===== src/rtl/popcnt_seq_pkg.sv =====
// Shared types and helpers for the sequential population counter.
package popcnt_pkg;

    // Controller states: accept a vector, count it chunk by chunk, present the result.
    typedef enum logic [1:0] {
        IDLE = 2'd0,
        BUSY = 2'd1,
        DONE = 2'd2
    } state_t;

    // Bits needed to hold any count from 0 to width inclusive.
    function automatic int calc_cw(input int width);
        return $clog2(width + 1);
    endfunction

endpackage


===== src/rtl/popcnt_seq_if.sv =====
// Bundle of the input and output handshakes of the population counter.
// Handshake rule: a transfer happens on a rising edge where valid and ready
// are both high; the sender holds its payload stable until that edge, and the
// receiver may drive ready independently of valid.
// Optional threshold compare is present when POPCNT_SEQ_THRESHOLD_EN is defined.
interface popcnt_seq_if #(
    parameter int WIDTH = 32,
    parameter int CW    = 6
);
    logic [WIDTH-1:0] x;
    logic             valid;
    logic             ready;
    logic [CW-1:0]    count;
    logic             count_valid;
    logic             count_ready;
`ifdef POPCNT_SEQ_THRESHOLD_EN
    logic [CW-1:0]    threshold;
    logic             ge_threshold;

    modport master (
        output x, valid, count_ready, threshold,
        input  ready, count, count_valid, ge_threshold
    );
    modport slave (
        input  x, valid, count_ready, threshold,
        output ready, count, count_valid, ge_threshold
    );
`else
    modport master (
        output x, valid, count_ready,
        input  ready, count, count_valid
    );
    modport slave (
        input  x, valid, count_ready,
        output ready, count, count_valid
    );
`endif
endinterface


===== src/rtl/popcnt6.sv =====
// Population count of a 6-bit slice. ABSTRACT_MODEL=1 uses a behavioural count,
// otherwise two full adders whose 2-bit results are summed.
module popcnt6 #(
    parameter int ABSTRACT_MODEL = 0
) (
    input  logic [5:0] i_x,
    output logic [2:0] o_count
);
    generate
        if (ABSTRACT_MODEL != 0) begin : g_abs
            assign o_count = 3'($countones(i_x));
        end else begin : g_gate
            logic w_s0, w_c0, w_s1, w_c1;
            assign w_s0 = i_x[0] ^ i_x[1] ^ i_x[2];
            assign w_c0 = (i_x[0] & i_x[1]) | (i_x[0] & i_x[2]) | (i_x[1] & i_x[2]);
            assign w_s1 = i_x[3] ^ i_x[4] ^ i_x[5];
            assign w_c1 = (i_x[3] & i_x[4]) | (i_x[3] & i_x[5]) | (i_x[4] & i_x[5]);
            // Each full adder yields 0..3; their sum is at most 6 and fits 3 bits.
            assign o_count = {1'b0, w_c0, w_s0} + {1'b0, w_c1, w_s1};
        end
    endgenerate
endmodule


===== src/rtl/popcnt_seq_core.sv =====
// Controller and datapath of the sequential population counter. The vector is
// zero-padded to a whole number of chunks and shifted down one chunk per BUSY
// cycle, so padding bits only ever add zero.
// Optional threshold compare is present when POPCNT_SEQ_THRESHOLD_EN is defined.
module popcnt_seq_core
    import popcnt_pkg::*;
#(
    parameter int WIDTH          = 32,
    parameter int LANES          = 1,
    parameter int ABSTRACT_MODEL = 0
) (
    input  logic        i_clk,
    input  logic        i_rst,
    popcnt_seq_if.slave bus
);
    localparam int CW     = calc_cw(WIDTH);
    localparam int CHUNK  = 6 * LANES;
    localparam int NCHUNK = (WIDTH + CHUNK - 1) / CHUNK;
    localparam int PW     = NCHUNK * CHUNK;
    localparam int IW     = (NCHUNK > 1) ? $clog2(NCHUNK) : 1;
    localparam int CCW    = $clog2(CHUNK + 1);
    localparam int SW     = (CW > CCW) ? CW : CCW;
    localparam logic [IW-1:0] LAST = IW'(NCHUNK - 1);

    state_t           r_state;
    state_t           w_next;
    logic             w_ready;
    logic             w_valid;
    logic             w_accept;
    logic [PW-1:0]    r_data;
    logic [CW-1:0]    r_acc;
    logic [IW-1:0]    r_idx;
    logic [CHUNK-1:0] w_chunk;
    logic [CCW-1:0]   w_chunk_cnt;
    logic [SW-1:0]    w_sum;

    assign w_chunk  = r_data[CHUNK-1:0];
    assign w_accept = w_ready && bus.valid;
    // The true total never exceeds WIDTH, so truncating back to CW bits is lossless.
    assign w_sum    = SW'(r_acc) + SW'(w_chunk_cnt);

    generate
        if (ABSTRACT_MODEL != 0) begin : g_abs
            assign w_chunk_cnt = CCW'($countones(w_chunk));
        end else begin : g_lanes
            logic [2:0]     w_lane_cnt [8];
            logic [CCW-1:0] w_t1 [4];
            logic [CCW-1:0] w_t2 [2];
            for (genvar l = 0; l < 8; l++) begin : g_lane
                if (l < LANES) begin : g_used
                    popcnt6 #(.ABSTRACT_MODEL(ABSTRACT_MODEL)) u_pc (
                        .i_x     (w_chunk[6*l +: 6]),
                        .o_count (w_lane_cnt[l])
                    );
                end else begin : g_unused
                    assign w_lane_cnt[l] = 3'd0;
                end
            end
            // Balanced three-level adder tree over eight (possibly empty) lanes.
            always_comb begin
                for (int i = 0; i < 4; i++) begin
                    w_t1[i] = CCW'(w_lane_cnt[2*i]) + CCW'(w_lane_cnt[2*i+1]);
                end
                for (int i = 0; i < 2; i++) begin
                    w_t2[i] = w_t1[2*i] + w_t1[2*i+1];
                end
            end
            assign w_chunk_cnt = w_t2[0] + w_t2[1];
        end
    endgenerate

    // State register; reset returns to IDLE immediately.
    always_ff @(posedge i_clk or posedge i_rst) begin
        if (i_rst) begin
            r_state <= IDLE;
        end else begin
            r_state <= w_next;
        end
    end

    // Next-state and handshake outputs.
    always_comb begin
        w_next  = r_state;
        w_ready = 1'b0;
        w_valid = 1'b0;
        case (r_state)
            IDLE: begin
                w_ready = 1'b1;
                if (bus.valid) w_next = BUSY;
            end
            BUSY: begin
                if (r_idx == LAST) w_next = DONE;
            end
            DONE: begin
                w_valid = 1'b1;
                if (bus.count_ready) w_next = IDLE;
            end
            default: w_next = IDLE;
        endcase
    end

    // Capture on acceptance, then consume one chunk per BUSY cycle.
    always_ff @(posedge i_clk or posedge i_rst) begin
        if (i_rst) begin
            r_data <= '0;
            r_acc  <= '0;
            r_idx  <= '0;
        end else if (w_accept) begin
            r_data <= PW'(bus.x);
            r_acc  <= '0;
            r_idx  <= '0;
        end else if (r_state == BUSY) begin
            r_data <= r_data >> CHUNK;
            r_acc  <= CW'(w_sum);
            r_idx  <= r_idx + 1'b1;
        end
    end

    assign bus.ready       = w_ready;
    assign bus.count_valid = w_valid;
    // Count is only visible in DONE, so a partial sum never leaks out.
    assign bus.count       = w_valid ? r_acc : '0;

`ifdef POPCNT_SEQ_THRESHOLD_EN
    logic [CW-1:0] r_thr;

    // Threshold is sampled together with the vector.
    always_ff @(posedge i_clk or posedge i_rst) begin
        if (i_rst) begin
            r_thr <= '0;
        end else if (w_accept) begin
            r_thr <= bus.threshold;
        end
    end

    assign bus.ge_threshold = w_valid && (r_acc >= r_thr);
`endif
endmodule


===== src/rtl/popcnt_seq.sv =====
// Top of the sequential population counter: counts 6*LANES bits per cycle.
// Optional threshold compare is present when POPCNT_SEQ_THRESHOLD_EN is defined.
module popcnt_seq
    import popcnt_pkg::*;
#(
    parameter int WIDTH          = 32,
    parameter int LANES          = 1,
    parameter int ABSTRACT_MODEL = 0,
    localparam int CW            = calc_cw(WIDTH)
) (
    input  logic             i_clk,
    input  logic             i_rst,
    input  logic [WIDTH-1:0] i_x,
    input  logic             i_valid,
    output logic             o_ready,
    output logic [CW-1:0]    o_count,
    output logic             o_valid,
`ifdef POPCNT_SEQ_THRESHOLD_EN
    input  logic             i_ready,
    input  logic [CW-1:0]    i_threshold,
    output logic             o_geThreshold
`else
    input  logic             i_ready
`endif
);
    popcnt_seq_if #(.WIDTH(WIDTH), .CW(CW)) w_bus ();

    assign w_bus.x           = i_x;
    assign w_bus.valid       = i_valid;
    assign w_bus.count_ready = i_ready;
    assign o_ready           = w_bus.ready;
    assign o_count           = w_bus.count;
    assign o_valid           = w_bus.count_valid;
`ifdef POPCNT_SEQ_THRESHOLD_EN
    assign w_bus.threshold   = i_threshold;
    assign o_geThreshold     = w_bus.ge_threshold;
`endif

    popcnt_seq_core #(
        .WIDTH          (WIDTH),
        .LANES          (LANES),
        .ABSTRACT_MODEL (ABSTRACT_MODEL)
    ) u_core (
        .i_clk (i_clk),
        .i_rst (i_rst),
        .bus   (w_bus.slave)
    );
endmodule


===== config.mk =====
export PLATFORM = sky130hd
export DESIGN_NAME = popcnt_seq
export DESIGN_NICKNAME = d
export VERILOG_FILES = /design/src/rtl/popcnt_seq_pkg.sv /design/src/rtl/popcnt_seq_if.sv /design/src/rtl/popcnt6.sv /design/src/rtl/popcnt_seq_core.sv /design/src/rtl/popcnt_seq.sv
export SDC_FILE = /design/constraint.sdc
export NUM_CORES = 1
export LEC_CHECK = 0
export CORE_UTILIZATION = 47
export CTS_CLUSTER_DIAMETER = 80
export DETAILED_ROUTE_END_ITERATION = 10
export PLACE_DENSITY = 0.73
export SETUP_SLACK_MARGIN = 0.1
export SYNTH_ARGS = -nofsm -noshare
export SYNTH_HDL_FRONTEND = slang
export SYNTH_SLANG_ARGS = --single-unit

===== constraint.sdc =====
create_clock -name i_clk -period 6.4 [get_ports i_clk]
set_input_delay 0.64 -clock i_clk [delete_from_list [all_inputs] [get_ports i_clk]]
set_output_delay 0.64 -clock i_clk [all_outputs]
set_load 0.01 [all_outputs]

==> metrics.txt <==
# Max-Cap Violations=0; sequential power share=40.0%; CTS Buffer Depth=2; Syn-to-layout area delta=28.1%; Max Slew Vio Count=0; Rows=23; post-route ant nets=0; DRC violations left=0; antenna cells=0; clock share of power=21.1%; Critical Path AT=1.94 ns; Seq/Total Area, Yosys=52.7%; Worst EP required=5.76 ns; Post-synth EDFFs=0; largest cells by area after synthesis=dfrtp_1, nand2_1, a22oi_1; Fmax achieved=0.388 GHz; final instance area=2620 um^2; status=finished, final reports clean; Starting Density=50.0%; Hold Path Class=flop to flop; Cell Area, Synth=2040 um^2; Post-CTS Setup Bufs=0; area of the die=4610 um^2; Root Buffer=clkbuf_8; Primary FF master, synth=dfrtp_1; CTS Hold Bufs=0; Synth warnings=0; total track usage=21.5%; CP Max Fanout=8; TritonCTS clock tree=built; largest net degree at the start of global routing=44; clock sinks=43; initial antenna violation count=0; min Tclk post-route=2.58 ns; combinational power share=39.0%; simple-gate area share of the yosys netlist=21.4%; Layout Cells excl Fill=300; synth unique cells=27; XOR/XNOR share of the synthesized area=0%; Final Setup Violations=0; Setup CP Type=flop to primary output; total gr overflow=0; hold_ws=0.485 ns; worst skew pair latency=0.29 ns; Int Pwr=739 uW; Fin. Hold Viols=0; Synth Area in Adders=7.35%; Worst setup EP type=primary output; DP Cell Count=292; die width=67.9 um; cell count after synthesis=209; H-Tree Level Count=2; Power Density=449 nW/um^2; area post-placement=2480 um^2; syn avg cell area=9.77 um^2; I/O pins=44; leakage=1.28 nW; vias in the first global route=1568; DR iter-0 viols=107; hpwl dp=2.73 mm; Inserted Clock Buffers=5; asr flop ratio synth=100%; Post-Route WL=4.22 mm; top-count cell post-synth=nand2_1; Hold Path Stages=2; compound-cell area share of the yosys netlist=12.7%; Worst R2R Path Depth=6; Slew @ Worst Pin=1.13 ns; Core ar.=4090 um^2; layout cells sized above 1=5.20%; Final Skew=0.00936 ns; Fillers=373; PortBufs=43; RD Place Congestion=0.704; Synth top area share=52.7%; Psw=436 uW; post-synthesis mux area share=0.980%; worst rel slew slack=24.8%; Synthesized Nets=254; Vias=1583; drt wl/cell=14.1 um; vias per cell=5.28; Seq cells post-synth=43; CP Launch Type=flop; Final TNS setup=0 ns; Final nets=294; post-cts sizing count=0; Sw Share=37.1%; first-pass GRT wire length=7.17 mm; commonest cells in the netlist=nand2_1, dfrtp_1, a22oi_1; Detailed Routing Iterations Pass 1=4; Worst-path clk slew=0.08 ns; Die Y=67.9 um; unrepaired setup endpoints after global routing=false; Yosys top cell by area=dfrtp_1; Worst VDD drop=258 uV; fin crit share=40.3%; main combinational cell family by area after synthesis=simple AND/OR/NAND/NOR gates
[area by class of cell]
cell class | instances | area, um^2 | area share (%)
clock buffer | 6 | 72.6 | 2.77
sequential | 43 | 1080 | 41.1
clock inverter | 2 | 60.1 | 2.30
multi-input combinational | 147 | 873 | 33.4
timing repair buffer | 45 | 445 | 17.0
inverter | 7 | 26.3 | 1.00
tap | 50 | 62.6 | 2.39
[metal layers]
metal	vias to the layer above	routed length (um)	global-route usage (%)
li1	777	-	-
met1	758	1900	28.3
met2	44	2070	35.0
met3	4	204	5.50
met4	0	41	6.25
met5	-	0	0
[path summary, 6_finish.rpt]
path	start	end	slack, ns
min	u_core.r_data[7]	u_core.r_data[7]	0.48
min in group asynchronous	i_rst	u_core.r_acc[1]	0.78
max	u_core.r_state[1]	o_count[0]	3.82
max reg2reg	u_core.r_data[0]	u_core.r_acc[5]	4.04
max in group asynchronous	i_rst	u_core.r_data[27]	5.25
min reg2reg	u_core.r_data[7]	u_core.r_data[7]	0.48
[metrics by stage]
| step | power (mW) | setup WS [ns] | utilization (%) |
|---|---|---|---|
| final | 1.17 | 3.82 | 64.0 |
| after floorplan | 0.820 | 4.13 | - |
| after global placement | 0.918 | 4.07 | 60.8 |
| after global routing | 1.29 | 3.64 | 64.0 |
| after CTS | 1.19 | 3.82 | 64.0 |
| after detailed placement | 0.934 | 4.03 | 60.8 |
[cells in the final DEF (no fill, tap or decap), drive strengths merged, types with 4 or more instances in the layout]
cell type,n
nand3,12
fa,5
ha,4
dfrtp,43
nand2,74
o21ai,5
clkbuf,6
and2,5
clkdlybuf4s50,43
a22oi,26
inv,7
[worst max-delay path, cell delays in order, from the launching register on]
cell and delay [ns]:
dfrtp_1 0.48, nor2b_1 0.38, inv_1 0.14, nor2_1 0.11
clkdlybuf4s50_1 0.53
[cells by family after synthesis]
kind of cell               count (synthesis)
and+or+nand+nor                          100
DFF                                       43
AOI/OAI and AO/OA                         36
buffers and inverters                     19
adders and majority gates                  9
muxes                                      2
[power by group through the flow]
stage	registers, mW	clock network [mW]	logic, mW
2_1_floorplan	0.449	0	0.371
3_3_place_gp	0.470	0	0.448
3_5_place_dp	0.475	0	0.459
4_1_cts	0.469	0.251	0.465
5_1_grt	0.486	0.265	0.538
6_report	0.469	0.247	0.458
[registers in the layout, indices dropped and copies added, names as in the netlist]
register	cells
u_core.r_data	32
u_core.r_acc	6
u_core.r_idx	3
u_core.r_state	2
Note: power is estimated with default switching activity, not from simulation.
